===== config.mk =====
export PLATFORM = sky130hd
export DESIGN_NAME = booth_job_sequencer
export DESIGN_NICKNAME = d
export VERILOG_FILES = /design/src/rtl/booth_pkg.sv /design/src/rtl/booth_op_fifo.sv /design/src/rtl/booth_job_sequencer.sv
export SDC_FILE = /design/constraint.sdc
export NUM_CORES = 1
export LEC_CHECK = 0
export BUFFER_PORTS_ARGS = -buffer_cell sky130_fd_sc_hd__buf_2
export CAP_MARGIN = 30
export CORE_MARGIN = 2
export CORE_UTILIZATION = 61
export DETAILED_ROUTE_END_ITERATION = 6
export GPL_TIMING_DRIVEN = 0
export PLACE_DENSITY = 0.93
export SYNTH_ARGS = -nofsm -noshare
export SYNTH_HDL_FRONTEND = slang
export SYNTH_SLANG_ARGS = --single-unit

===== constraint.sdc =====
create_clock -name clock -period 8.35 [get_ports clock]
set_input_delay 1.67 -clock clock [delete_from_list [all_inputs] [get_ports clock]]
set_output_delay 1.67 -clock clock [all_outputs]
set_load 0.02 [all_outputs]

===== src/rtl/booth_pkg.sv =====
// ---------------------------------------------------------------------------
// booth_pkg
// Shared definitions for the Booth multiplier job sequencer:
//   - seq_state_e   : sequencer FSM states (IDLE, LAUNCH, WAIT, HOLD)
//   - WIDTH_DEF     : default operand width (product is 2*WIDTH)
//   - DEPTH_DEF     : default operand FIFO depth (power of two, >= 2)
//   - TAG_W_DEF     : default job tag width
//   - TIMEOUT_LIMIT : watchdog terminal count used when BOOTH_SEQ_TIMEOUT_EN
//                     is defined
//   - WDOG_W        : watchdog counter width (holds 0..TIMEOUT_LIMIT)
// ---------------------------------------------------------------------------
package booth_pkg;

    localparam int WIDTH_DEF     = 8;
    localparam int DEPTH_DEF     = 4;
    localparam int TAG_W_DEF     = 2;
    localparam int TIMEOUT_LIMIT = 63;
    localparam int WDOG_W        = 6;

    typedef enum logic [1:0] {
        ST_IDLE   = 2'd0,
        ST_LAUNCH = 2'd1,
        ST_WAIT   = 2'd2,
        ST_HOLD   = 2'd3
    } seq_state_e;

endpackage


===== src/rtl/booth_op_fifo.sv =====
// ---------------------------------------------------------------------------
// booth_op_fifo
// Synchronous FIFO holding packed {tag, a, b} operand jobs.
// Ports:
//   clock, reset      : rising-edge clock, asynchronous active-high reset
//   push, push_data   : write request and data (ignored when full)
//   pop               : read request (ignored when empty)
//   pop_data          : head entry, valid whenever empty is low
//   full, empty       : occupancy flags
// Pointers wrap modulo DEPTH; the count carries one extra bit so that the
// full and empty cases can be told apart.
// ---------------------------------------------------------------------------
module booth_op_fifo
    import booth_pkg::*;
#(
    parameter int DATA_W = 2 * WIDTH_DEF + TAG_W_DEF,
    parameter int DEPTH  = DEPTH_DEF
) (
    input  logic              clock,
    input  logic              reset,
    input  logic              push,
    input  logic [DATA_W-1:0] push_data,
    input  logic              pop,
    output logic [DATA_W-1:0] pop_data,
    output logic              full,
    output logic              empty
);

    localparam int PTR_W = $clog2(DEPTH);

    logic [DATA_W-1:0] mem_q [DEPTH];
    logic [DATA_W-1:0] mem_d [DEPTH];
    logic [PTR_W-1:0]  wr_ptr_q, wr_ptr_d;
    logic [PTR_W-1:0]  rd_ptr_q, rd_ptr_d;
    logic [PTR_W:0]    count_q, count_d;
    logic              push_ok;
    logic              pop_ok;

    assign full     = (count_q == (PTR_W+1)'(DEPTH));
    assign empty    = (count_q == '0);
    assign pop_data = mem_q[rd_ptr_q];

    // Requests against a full or empty FIFO are dropped here so the caller
    // never corrupts the pointers.
    assign push_ok = push && !full;
    assign pop_ok  = pop && !empty;

    always_comb begin
        mem_d    = mem_q;
        wr_ptr_d = wr_ptr_q;
        rd_ptr_d = rd_ptr_q;
        count_d  = count_q;
        if (push_ok) begin
            mem_d[wr_ptr_q] = push_data;
            wr_ptr_d        = wr_ptr_q + PTR_W'(1);
        end
        if (pop_ok) begin
            rd_ptr_d = rd_ptr_q + PTR_W'(1);
        end
        if (push_ok && !pop_ok) begin
            count_d = count_q + (PTR_W+1)'(1);
        end else if (pop_ok && !push_ok) begin
            count_d = count_q - (PTR_W+1)'(1);
        end
    end

    always_ff @(posedge clock or posedge reset) begin
        if (reset) begin
            for (int i = 0; i < DEPTH; i++) begin
                mem_q[i] <= '0;
            end
            wr_ptr_q <= '0;
            rd_ptr_q <= '0;
            count_q  <= '0;
        end else begin
            mem_q    <= mem_d;
            wr_ptr_q <= wr_ptr_d;
            rd_ptr_q <= rd_ptr_d;
            count_q  <= count_d;
        end
    end

endmodule


===== src/rtl/booth_job_sequencer.sv =====
// ---------------------------------------------------------------------------
// booth_job_sequencer
// Front-end job sequencer for the Booth multiplier. Operand pairs arrive on
// a valid/ready stream, queue in booth_op_fifo, are launched one at a time
// with a single-cycle mul_start, and the product returns with its tag on a
// valid/ready output stream.
// Ports:
//   clock, reset                  : clock, asynchronous active-high reset
//   in_valid/in_ready             : input handshake (in_ready = FIFO not full)
//   in_a, in_b, in_tag            : signed operands and job tag
//   mul_start                     : one-cycle launch pulse
//   mul_a, mul_b                  : operands, stable from launch to completion
//   mul_done, mul_product         : multiplier done level and result
//   out_valid/out_ready           : output handshake
//   out_product, out_tag, out_err : result, its tag, timeout flag
//   busy                          : FSM not idle or jobs queued
// Configuration macro BOOTH_SEQ_TIMEOUT_EN adds a watchdog that forces an
// error result (product 0, out_err 1) after TIMEOUT_LIMIT cycles in WAIT
// without a done edge. Without it WAIT waits indefinitely and out_err is 0.
// ---------------------------------------------------------------------------
module booth_job_sequencer
    import booth_pkg::*;
#(
    parameter int WIDTH = WIDTH_DEF,
    parameter int DEPTH = DEPTH_DEF,
    parameter int TAG_W = TAG_W_DEF
) (
    input  logic               clock,
    input  logic               reset,
    input  logic               in_valid,
    output logic               in_ready,
    input  logic [WIDTH-1:0]   in_a,
    input  logic [WIDTH-1:0]   in_b,
    input  logic [TAG_W-1:0]   in_tag,
    output logic               mul_start,
    output logic [WIDTH-1:0]   mul_a,
    output logic [WIDTH-1:0]   mul_b,
    input  logic               mul_done,
    input  logic [2*WIDTH-1:0] mul_product,
    output logic               out_valid,
    input  logic               out_ready,
    output logic [2*WIDTH-1:0] out_product,
    output logic [TAG_W-1:0]   out_tag,
    output logic               out_err,
    output logic               busy
);

    localparam int JOB_W = TAG_W + 2 * WIDTH;

    seq_state_e         state_q, state_d;
    logic               mul_start_q, mul_start_d;
    logic [WIDTH-1:0]   mul_a_q, mul_a_d;
    logic [WIDTH-1:0]   mul_b_q, mul_b_d;
    logic [TAG_W-1:0]   job_tag_q, job_tag_d;
    logic               done_prev_q;
    logic               out_valid_q, out_valid_d;
    logic [2*WIDTH-1:0] out_product_q, out_product_d;
    logic [TAG_W-1:0]   out_tag_q, out_tag_d;
`ifdef BOOTH_SEQ_TIMEOUT_EN
    logic               out_err_q, out_err_d;
    logic [WDOG_W-1:0]  wdog_q, wdog_d;
`endif

    logic               fifo_push;
    logic               fifo_pop;
    logic [JOB_W-1:0]   fifo_rd_data;
    logic               fifo_full;
    logic               fifo_empty;
    logic               done_rise;

    assign fifo_push = in_valid && !fifo_full;
    assign fifo_pop  = (state_q == ST_IDLE) && !fifo_empty;

    booth_op_fifo #(
        .DATA_W (JOB_W),
        .DEPTH  (DEPTH)
    ) u_fifo (
        .clock     (clock),
        .reset     (reset),
        .push      (fifo_push),
        .push_data ({in_tag, in_a, in_b}),
        .pop       (fifo_pop),
        .pop_data  (fifo_rd_data),
        .full      (fifo_full),
        .empty     (fifo_empty)
    );

    // done may still be high from the previous job when the next one is
    // launched, so only a 0->1 transition counts as completion.
    assign done_rise = mul_done && !done_prev_q;

    always_comb begin
        state_d       = state_q;
        mul_start_d   = 1'b0;
        mul_a_d       = mul_a_q;
        mul_b_d       = mul_b_q;
        job_tag_d     = job_tag_q;
        out_valid_d   = out_valid_q;
        out_product_d = out_product_q;
        out_tag_d     = out_tag_q;
`ifdef BOOTH_SEQ_TIMEOUT_EN
        out_err_d     = out_err_q;
        wdog_d        = wdog_q;
`endif
        case (state_q)
            ST_IDLE: begin
                if (!fifo_empty) begin
                    {job_tag_d, mul_a_d, mul_b_d} = fifo_rd_data;
                    mul_start_d = 1'b1;
                    state_d     = ST_LAUNCH;
                end
            end
            ST_LAUNCH: begin
`ifdef BOOTH_SEQ_TIMEOUT_EN
                wdog_d  = '0;
`endif
                state_d = ST_WAIT;
            end
            ST_WAIT: begin
                if (done_rise) begin
                    out_product_d = mul_product;
                    out_tag_d     = job_tag_q;
                    out_valid_d   = 1'b1;
`ifdef BOOTH_SEQ_TIMEOUT_EN
                    out_err_d     = 1'b0;
`endif
                    state_d       = ST_HOLD;
                end
`ifdef BOOTH_SEQ_TIMEOUT_EN
                else if (wdog_q == WDOG_W'(TIMEOUT_LIMIT)) begin
                    out_product_d = '0;
                    out_tag_d     = job_tag_q;
                    out_valid_d   = 1'b1;
                    out_err_d     = 1'b1;
                    state_d       = ST_HOLD;
                end else begin
                    wdog_d = wdog_q + WDOG_W'(1);
                end
`endif
            end
            ST_HOLD: begin
                if (out_ready) begin
                    out_valid_d = 1'b0;
                    state_d     = ST_IDLE;
                end
            end
            default: begin
                state_d = ST_IDLE;
            end
        endcase
    end

    always_ff @(posedge clock or posedge reset) begin
        if (reset) begin
            state_q       <= ST_IDLE;
            mul_start_q   <= 1'b0;
            mul_a_q       <= '0;
            mul_b_q       <= '0;
            job_tag_q     <= '0;
            done_prev_q   <= 1'b0;
            out_valid_q   <= 1'b0;
            out_product_q <= '0;
            out_tag_q     <= '0;
`ifdef BOOTH_SEQ_TIMEOUT_EN
            out_err_q     <= 1'b0;
            wdog_q        <= '0;
`endif
        end else begin
            state_q       <= state_d;
            mul_start_q   <= mul_start_d;
            mul_a_q       <= mul_a_d;
            mul_b_q       <= mul_b_d;
            job_tag_q     <= job_tag_d;
            done_prev_q   <= mul_done;
            out_valid_q   <= out_valid_d;
            out_product_q <= out_product_d;
            out_tag_q     <= out_tag_d;
`ifdef BOOTH_SEQ_TIMEOUT_EN
            out_err_q     <= out_err_d;
            wdog_q        <= wdog_d;
`endif
        end
    end

    assign in_ready    = !fifo_full;
    assign mul_start   = mul_start_q;
    assign mul_a       = mul_a_q;
    assign mul_b       = mul_b_q;
    assign out_valid   = out_valid_q;
    assign out_product = out_product_q;
    assign out_tag     = out_tag_q;
`ifdef BOOTH_SEQ_TIMEOUT_EN
    assign out_err     = out_err_q;
`else
    assign out_err     = 1'b0;
`endif
    assign busy        = (state_q != ST_IDLE) || !fifo_empty;

endmodule


==> results of run 1 <==
[power breakdown]
part           internal (mW)  switching (mW)
logic                  0.617           0.542
registers              0.880           0.177
clock network          0.552           0.253
total                   2.05           0.971
[worst reg2reg max path: stages (launching register included)]
cell                       delay (ns)
sky130_fd_sc_hd__dfrtp_1         0.45
sky130_fd_sc_hd__o31ai_1         0.49
sky130_fd_sc_hd__clkbuf_1        0.49
sky130_fd_sc_hd__ha_1            0.29
sky130_fd_sc_hd__inv_1           0.06
sky130_fd_sc_hd__fa_1            0.37
sky130_fd_sc_hd__xor2_1          0.17
sky130_fd_sc_hd__nor2_1          0.13
sky130_fd_sc_hd__xor2_1          0.15
[per-layer routing]
layer | up-vias | part of all wire, % | GRT usage [%]
li1 | 1409 | - | -
met1 | 1685 | 42 | 32.8
met2 | 118 | 51 | 43.0
met3 | 20 | 5.1 | 6.47
met4 | 0 | 1.7 | 9.08
met5 | - | 0 | 0
[sequential cells by signal, indices dropped and copies added, names as in the netlist, 3 cells and up]
signal	flops
out_product	16
mul_b	8
u_fifo.mem_q	72
mul_a	8
u_fifo.count_q	3
[kinds of logic (layout without fill, tap and decap cells)]
kind of cell / after synthesis / after routing / synth area share [%]
flip-flops: 120 / 120 / 56.1
XOR/XNOR: 6 / 6 / 0.982
buffers and inverters: 27 / 135 / 3.53
AND/OR/NAND/NOR: 68 / 68 / 6.08
multiplexers: 112 / 112 / 30.1
AO/OA/AOI/OAI: 5 / 5 / 0.654
other: 1 / 1 / 0.0700
adder cells (fa/ha/maj): 10 / 10 / 2.48
[through the flow]
stage                     instance area, um^2  total power, mW  cells  hold slack, ns  setup slack [ns]
after floorplan                          5350             1.90    349           0.442              3.49
after global routing                     6570             3.17    565           0.493              4.93
after global placement                   5860             2.11    532           0.454              2.46
after detailed placement                 5910             2.18    534           0.457              5.21
after CTS                                6570             3.03    565           0.470              4.96
final                                    6570             3.02    565           0.466              4.98
[cells in the final DEF (no fill, tap or decap), drive strengths merged, types with 2 or more instances in the layout]
cell type and n:
xnor2 4, dfrtp 120, clkbuf 27, buf 90, mux4 18, nor2 2
nand3 4, xor2 2, nand2 57, bufinv 5, clkinv 3, ha 9
inv 10, mux2 93
[worst min-delay path by stage]
| stage | end | cells after the start |
|---|---|---|
| after global placement | mul_a[4] | 2 |
| after floorplan | job_tag_q[0] | 2 |
| after global routing | mul_b[4] | 2 |
| after CTS | mul_b[0] | 2 |
| after detailed placement | mul_b[0] | 2 |
| final | mul_b[0] | 2 |
[cell type report]
type	instances	share of cell area, %
well taps	108	2.06
multi-input cells	202	32.9
clock buffers	23	7.41
repair buffers	77	6.44
inverters	10	0.610
clock inverters	8	2.52
flip-flops and latches	120	45.7
plain buffers	17	2.31
==> run summary, run 1 <==
beginning of the critical path -> u_fifo.count_q[0]
setup TNS -> 0 ns
Filler cells -> 498
Max-Slew Margin vs Limit -> 59.0%
count of cells resized by post-cts repair -> 0
classification of the worst-slack hold path -> reg -> reg
Buf+Inv Stages, Crit Path -> 2
grt total ovfl -> 0
dominant cell type by area after synthesis -> sky130_fd_sc_hd__dfrtp_1
length in cells of the worst reg-to-reg path -> 8
maximum frequency from static timing analysis -> 297 MHz
Hold Vio Cnt, Final -> 0
DRC Markers -> 0
biggest area contributors in the synthesized netlist -> sky130_fd_sc_hd__dfrtp_1 (56%), sky130_fd_sc_hd__mux2_4 (11%), sky130_fd_sc_hd__mux2_2 (11%)
first-pass GRT wire length -> 18.7 mm
Core Footprint -> 0.00864 mm^2
worst path arrival time -> 1.70 ns
clock sink count -> 120
PortBufs -> 75
Boundary Pins -> 78
total length of routed wires -> 11.2 mm
Finished Core Util -> 76.0%
total half-perimeter wirelength after legalization and detailed placement -> 6.76 mm
capture instance of the worst register-to-register path -> u_fifo.count_q[2]
endpoint required time on the critical path -> 6.68 ns
part of the Yosys area used for sequential elements -> 56.1%
IR drop worst, VDD -> 0.230 mV
final-report setup violation count -> 0
power per cell area -> 460 mW/mm^2
vertical extent of the die -> 97.7 um
reported max-cap violation count -> 0
H-tree level count -> 4
distinct cell type count after synthesis -> 29
overall die width -> 97.7 um
most frequently used flop master after synthesis -> sky130_fd_sc_hd__dfrtp_1
RSZ-0062 raised after global routing -> false
number of enable-type register cells in the synthesized netlist -> 0
Worst path top cell family by delay -> flip-flops
delay of the slowest cell on the worst path -> 0.45 ns
mean post-synth cell area -> 15.3 um^2
Longest Clk Path Bufs -> 2
num rows -> 34
pin count of the biggest net entering global routing -> 68
startpoint of the lowest-slack hold path -> mul_b[0]
number of nets produced by synthesis -> 398
outcome -> finished clean
DIE AREA -> 0.00954 mm^2
ordered cell list for the critical path -> or3b_1 -> buf_6 -> buf_2
number of buffers added to fix hold violations after cts -> 0
most frequent cells after synthesis -> sky130_fd_sc_hd__dfrtp_1 (120), sky130_fd_sc_hd__nand2_1 (57), sky130_fd_sc_hd__mux2_2 (53), sky130_fd_sc_hd__mux2_4 (40), sky130_fd_sc_hd__mux4_2 (18)
post-route clock period utilization -> 40.3%
clock buffers created by TritonCTS -> 17
Routed Antenna Nets -> 0
Max stage delay cell, worst path -> sky130_fd_sc_hd__dfrtp_1
end point of the critical path -> in_ready
antenna violations before repair -> 0
number of nets in the final layout -> 494
clock-pin transition on the worst setup and hold timing paths -> 0.05 ns
leakage power of the design -> 3.24 nW
number of post-CTS setup repair buffers -> 0
Warnings, synthesis -> 0
Clk Tree Root Cell -> sky130_fd_sc_hd__clkbuf_8
#FFs+latches synth -> 120
Worst Tran Pin Value -> 0.615 ns
total number of cells along the worst setup path -> 3
Clock Skews -> 0.00643 ns
multi-input combinational cell area -> 0.00216 mm^2
crit path capture type -> primary output
all-layer global routing usage -> 25.7%
Crit Reg-Reg Startpoint -> u_fifo.count_q[0]
most frequent cell after synthesis -> sky130_fd_sc_hd__dfrtp_1
Area Growth Syn to Fin -> 22.6%
instance count of the mapped netlist -> 349
asr flop ratio synth -> 100%
number of global-route vias before repair -> 3,564
maximum fanout count along the critical path -> 6
worst reg2reg setup slack -> 5.67 ns
type of the worst setup path -> reg -> out
routed vias/inst -> 5.72
final weighted congestion of routability-driven global placement -> 0.737
initial core utilization -> 62.0%
fraction of final layout cells sized beyond drive strength 1 -> 51.6%
area fraction of the dominant cell type after synthesis -> 56.1%
clock latency of the later-clocked register in the worst-skew pair -> 0.52 ns
clock tree from TritonCTS -> built
cell area after synthesis -> 0.00535 mm^2
WL/cell -> 19.9 um
violation count after the first detailed-routing iteration -> 110
Max Transition Viols Final -> 0
number of antenna repair diodes -> 0
sequential cell area in the final layout -> 0.00300 mm^2
Critical Path Start Type -> register
1st-pass router iterations -> 5
routed vias -> 3,232
time the worst path needs with I/O delays and setup -> 3.37 ns
Note: power is estimated with default switching activity, not from simulation.
==> inputs of run 2 (changes only) <==
--- a/config.mk
+++ b/config.mk
@@ -8,10 +8,10 @@
 export BUFFER_PORTS_ARGS = -buffer_cell sky130_fd_sc_hd__buf_2
 export CAP_MARGIN = 30
 export CORE_MARGIN = 2
-export CORE_UTILIZATION = 61
+export CORE_UTILIZATION = 51
 export DETAILED_ROUTE_END_ITERATION = 6
 export GPL_TIMING_DRIVEN = 0
-export PLACE_DENSITY = 0.93
+export PLACE_DENSITY = 0.84
 export SYNTH_ARGS = -nofsm -noshare
 export SYNTH_HDL_FRONTEND = slang
 export SYNTH_SLANG_ARGS = --single-unit
==> constraint.sdc (replaced) <==
create_clock -name clock -period 3 [get_ports clock]
set_input_delay 0.6 -clock clock [delete_from_list [all_inputs] [get_ports clock]]
set_output_delay 0.6 -clock clock [all_outputs]
set_load 0.02 [all_outputs]
==> run 2 against run 1 <==
Effect of this change:
- critical path depth grew 5
- sequential cell count is the same
- critical path type is now reg -> reg
- highest routed layer unchanged
- global-route usage down 4.9 points
- largest cell class unchanged
- sequential share of layout area up 0.47 points
==> run summary, run 2 (synthesis results as in run 1) <==
pin count of the biggest net entering global routing -> 39 (-43%)
crit path capture type -> register
clock sink count -> 120 (unchanged)
time the worst path needs with I/O delays and setup -> 2.53 ns
DRC Markers -> 0 (unchanged)
Routed Antenna Nets -> 0 (unchanged)
DIE AREA -> 0.0113 mm^2 (+19%)
Max stage delay cell, worst path -> sky130_fd_sc_hd__clkbuf_1
violation count after the first detailed-routing iteration -> 144 (+31%)
setup TNS -> 0 ns (unchanged)
fraction of final layout cells sized beyond drive strength 1 -> 51.1% (-0.55 points)
power per cell area -> 1230 mW/mm^2 (+170%)
leakage power of the design -> 3.18 nW (-1.9%)
num rows -> 37 (+8.8%)
IR drop worst, VDD -> 0.555 mV (+140%)
number of nets in the final layout -> 495 (+0.20%)
clock tree from TritonCTS -> built
highest metal layer with signal wires -> met4
most flop-heavy register -> u_fifo.mem_q
delay of the slowest cell on the worst path -> 0.47 ns (+0.02 ns)
H-tree level count -> 4 (unchanged)
most frequent cell on the critical path -> sky130_fd_sc_hd__xor2_1
length of routed met3 wiring -> 476 um (-17%)
Area Growth Syn to Fin -> 21.4%
RSZ-0062 raised after global routing -> false
overall die width -> 106 um (+9.0%)
Worst Tran Pin Value -> 0.617 ns (+0.00149 ns)
count of cells resized by post-cts repair -> 0 (unchanged)
clock buffers created by TritonCTS -> 17 (unchanged)
Placement Cell Area -> 0.00596 mm^2 (+0.83%)
first-pass GRT wire length -> 17.7 mm (-4.9%)
outcome -> finished clean
post-route clock period utilization -> 84.4%
WL/cell -> 18.3 um (-8.1%)
worst slack after detailed placement -> 0.496 ns (-4.72 ns)
final-report setup violation count -> 0 (unchanged)
classification of the worst-slack hold path -> in -> async
flip-flop count of the largest register, all copies and words added -> 72 (unchanged)
detailed route wirelength on metal2 -> 5.71 mm (-0.71%)
Longest Clk Path Bufs -> 2 (unchanged)
Core Footprint -> 0.0103 mm^2 (+19%)
routed vias/inst -> 5.26 (-8.1%)
clock latency of the later-clocked register in the worst-skew pair -> 0.51 ns (about the same)
number of global-route vias before repair -> 3,461 (-2.9%)
Boundary Pins -> 78 (unchanged)
vertical extent of the die -> 106 um (+9.0%)
ordered cell list for the critical path -> o31ai_1 -> clkbuf_1 -> ha_1 -> inv_1 -> fa_1 -> xor2_1 -> nor2_1 -> xor2_1
initial core utilization -> 52.1% (-9.9 points)
routed vias -> 3,127 (-3.2%)
most frequent standard cell in the layout excluding fill and tap cells -> sky130_fd_sc_hd__dfrtp_1
Max Transition Viols Final -> 0 (unchanged)
antenna violations before repair -> 1 (+1)
Finished Cell Area -> 0.00650 mm^2 (-1.0%)
post-route met1 wirelength -> 4.54 mm (-3.4%)
1st-pass router iterations -> 5 (unchanged)
total half-perimeter wirelength after legalization and detailed placement -> 6.95 mm (+2.9%)
commonest cells after routing, fill and taps aside -> sky130_fd_sc_hd__dfrtp_1 (120), sky130_fd_sc_hd__buf_2 (81), sky130_fd_sc_hd__nand2_1 (57)
clock-pin transition on the worst setup and hold timing paths -> 0.06 ns (about the same)
total length of routed wires -> 10.9 mm (-3.2%)
type of the worst setup path -> reg -> reg
Clk Tree Root Cell -> sky130_fd_sc_hd__clkbuf_8
Critical Path Start Type -> register
PortBufs -> 75 (unchanged)
Clock Skews -> 0.00963 ns (+0.00320 ns)
number of post-CTS setup repair buffers -> 0 (unchanged)
Finished Core Util -> 63.2% (-13 points)
worst path arrival time -> 2.97 ns (+1.27 ns)
Filler cells -> 738 (+48%)
maximum frequency from static timing analysis -> 395 MHz
all-layer global routing usage -> 20.8% (-4.9 points)
Hold Vio Cnt, Final -> 0 (unchanged)
endpoint required time on the critical path -> 3.44 ns (-3.24 ns)
final weighted congestion of routability-driven global placement -> 0.750 (+1.8%)
maximum fanout count along the critical path -> 10 (+4)
number of buffers added to fix hold violations after cts -> 0 (unchanged)
total power -> 7.97 mW (+160%)
Max-Slew Margin vs Limit -> 58.9% (-0.099 points)
grt total ovfl -> 0 (unchanged)
min setup slack post-route -> 0.468 ns (-4.51 ns)
reported max-cap violation count -> 0 (unchanged)
## run 2: changes by cell type in the layout (fill, tap and decap cells not counted), sizes merged
cell      previous run  this run
diode                0         1
buf                 90        91
clkinv               3         6
clkbuf              27        25
clkinvlp             0         3
inv                 10         9
bufinv               5         2
## run 2: worst max-delay path, delay by kind of cell, from the launching register on
family | cells | cell delay (ns)
simple gates | 1 | 0.11
compound gates | 1 | 0.40
flops | 1 | 0.46
buf+inv | 2 | 0.53
xor+xnor | 2 | 0.32
fa+ha+maj | 2 | 0.64
## run 2: area by class of cell
type / count / area (um^2) / share of cell area [%]
antenna: 1 / 2.50 / 0.0385
buffer: 17 / 151 / 2.33
clock buffer: 21 / 429 / 6.60
clock inverter: 10 / 105 / 1.62
inverter: 10 / 41.3 / 0.635
multi-input combinational: 202 / 2160 / 33.3
sequential: 120 / 3000 / 46.2
tap: 136 / 170 / 2.62
timing repair buffer: 78 / 435 / 6.70
## run 2: metal layers
| metal | vias to the layer above | global-route usage [%] |
|---|---|---|
| li1 | 1419 | - |
| met1 | 1603 | 25.7 |
| met2 | 92 | 35.5 |
| met3 | 13 | 5.33 |
| met4 | 0 | 7.14 |
| met5 | - | 0 |
## run 2: worst paths after layout
path	startpoint	to	depth (start not counted)	slack [ns]
max in group asynchronous	reset	mul_a[2]	5	1.91
max	u_fifo.count_q[0]	u_fifo.count_q[2]	8	0.47
min	reset	mul_b[2]	2	0.09
min in group clock	mul_done	done_prev_q	1	0.23
max reg2reg	u_fifo.count_q[0]	u_fifo.count_q[2]	8	0.47
min reg2reg	mul_b[1]	mul_b[1]	2	0.47
## run 2: per-stage QoR
step                      instances  hold slack [ns]
after detailed placement        563            0.467
final                           595           0.0884
after CTS                       594           0.0852
after global placement          560            0.454
after global routing            595            0.105
after floorplan                 349            0.442
## run 2: power by group
part	total [mW]	switching (mW)	internal, mW	leakage [nW]
clock network	1.84	0.677	1.16	0.261
logic	3.20	1.48	1.72	1.48
registers	2.92	0.474	2.45	1.44
total	7.97	2.63	5.33	3.18
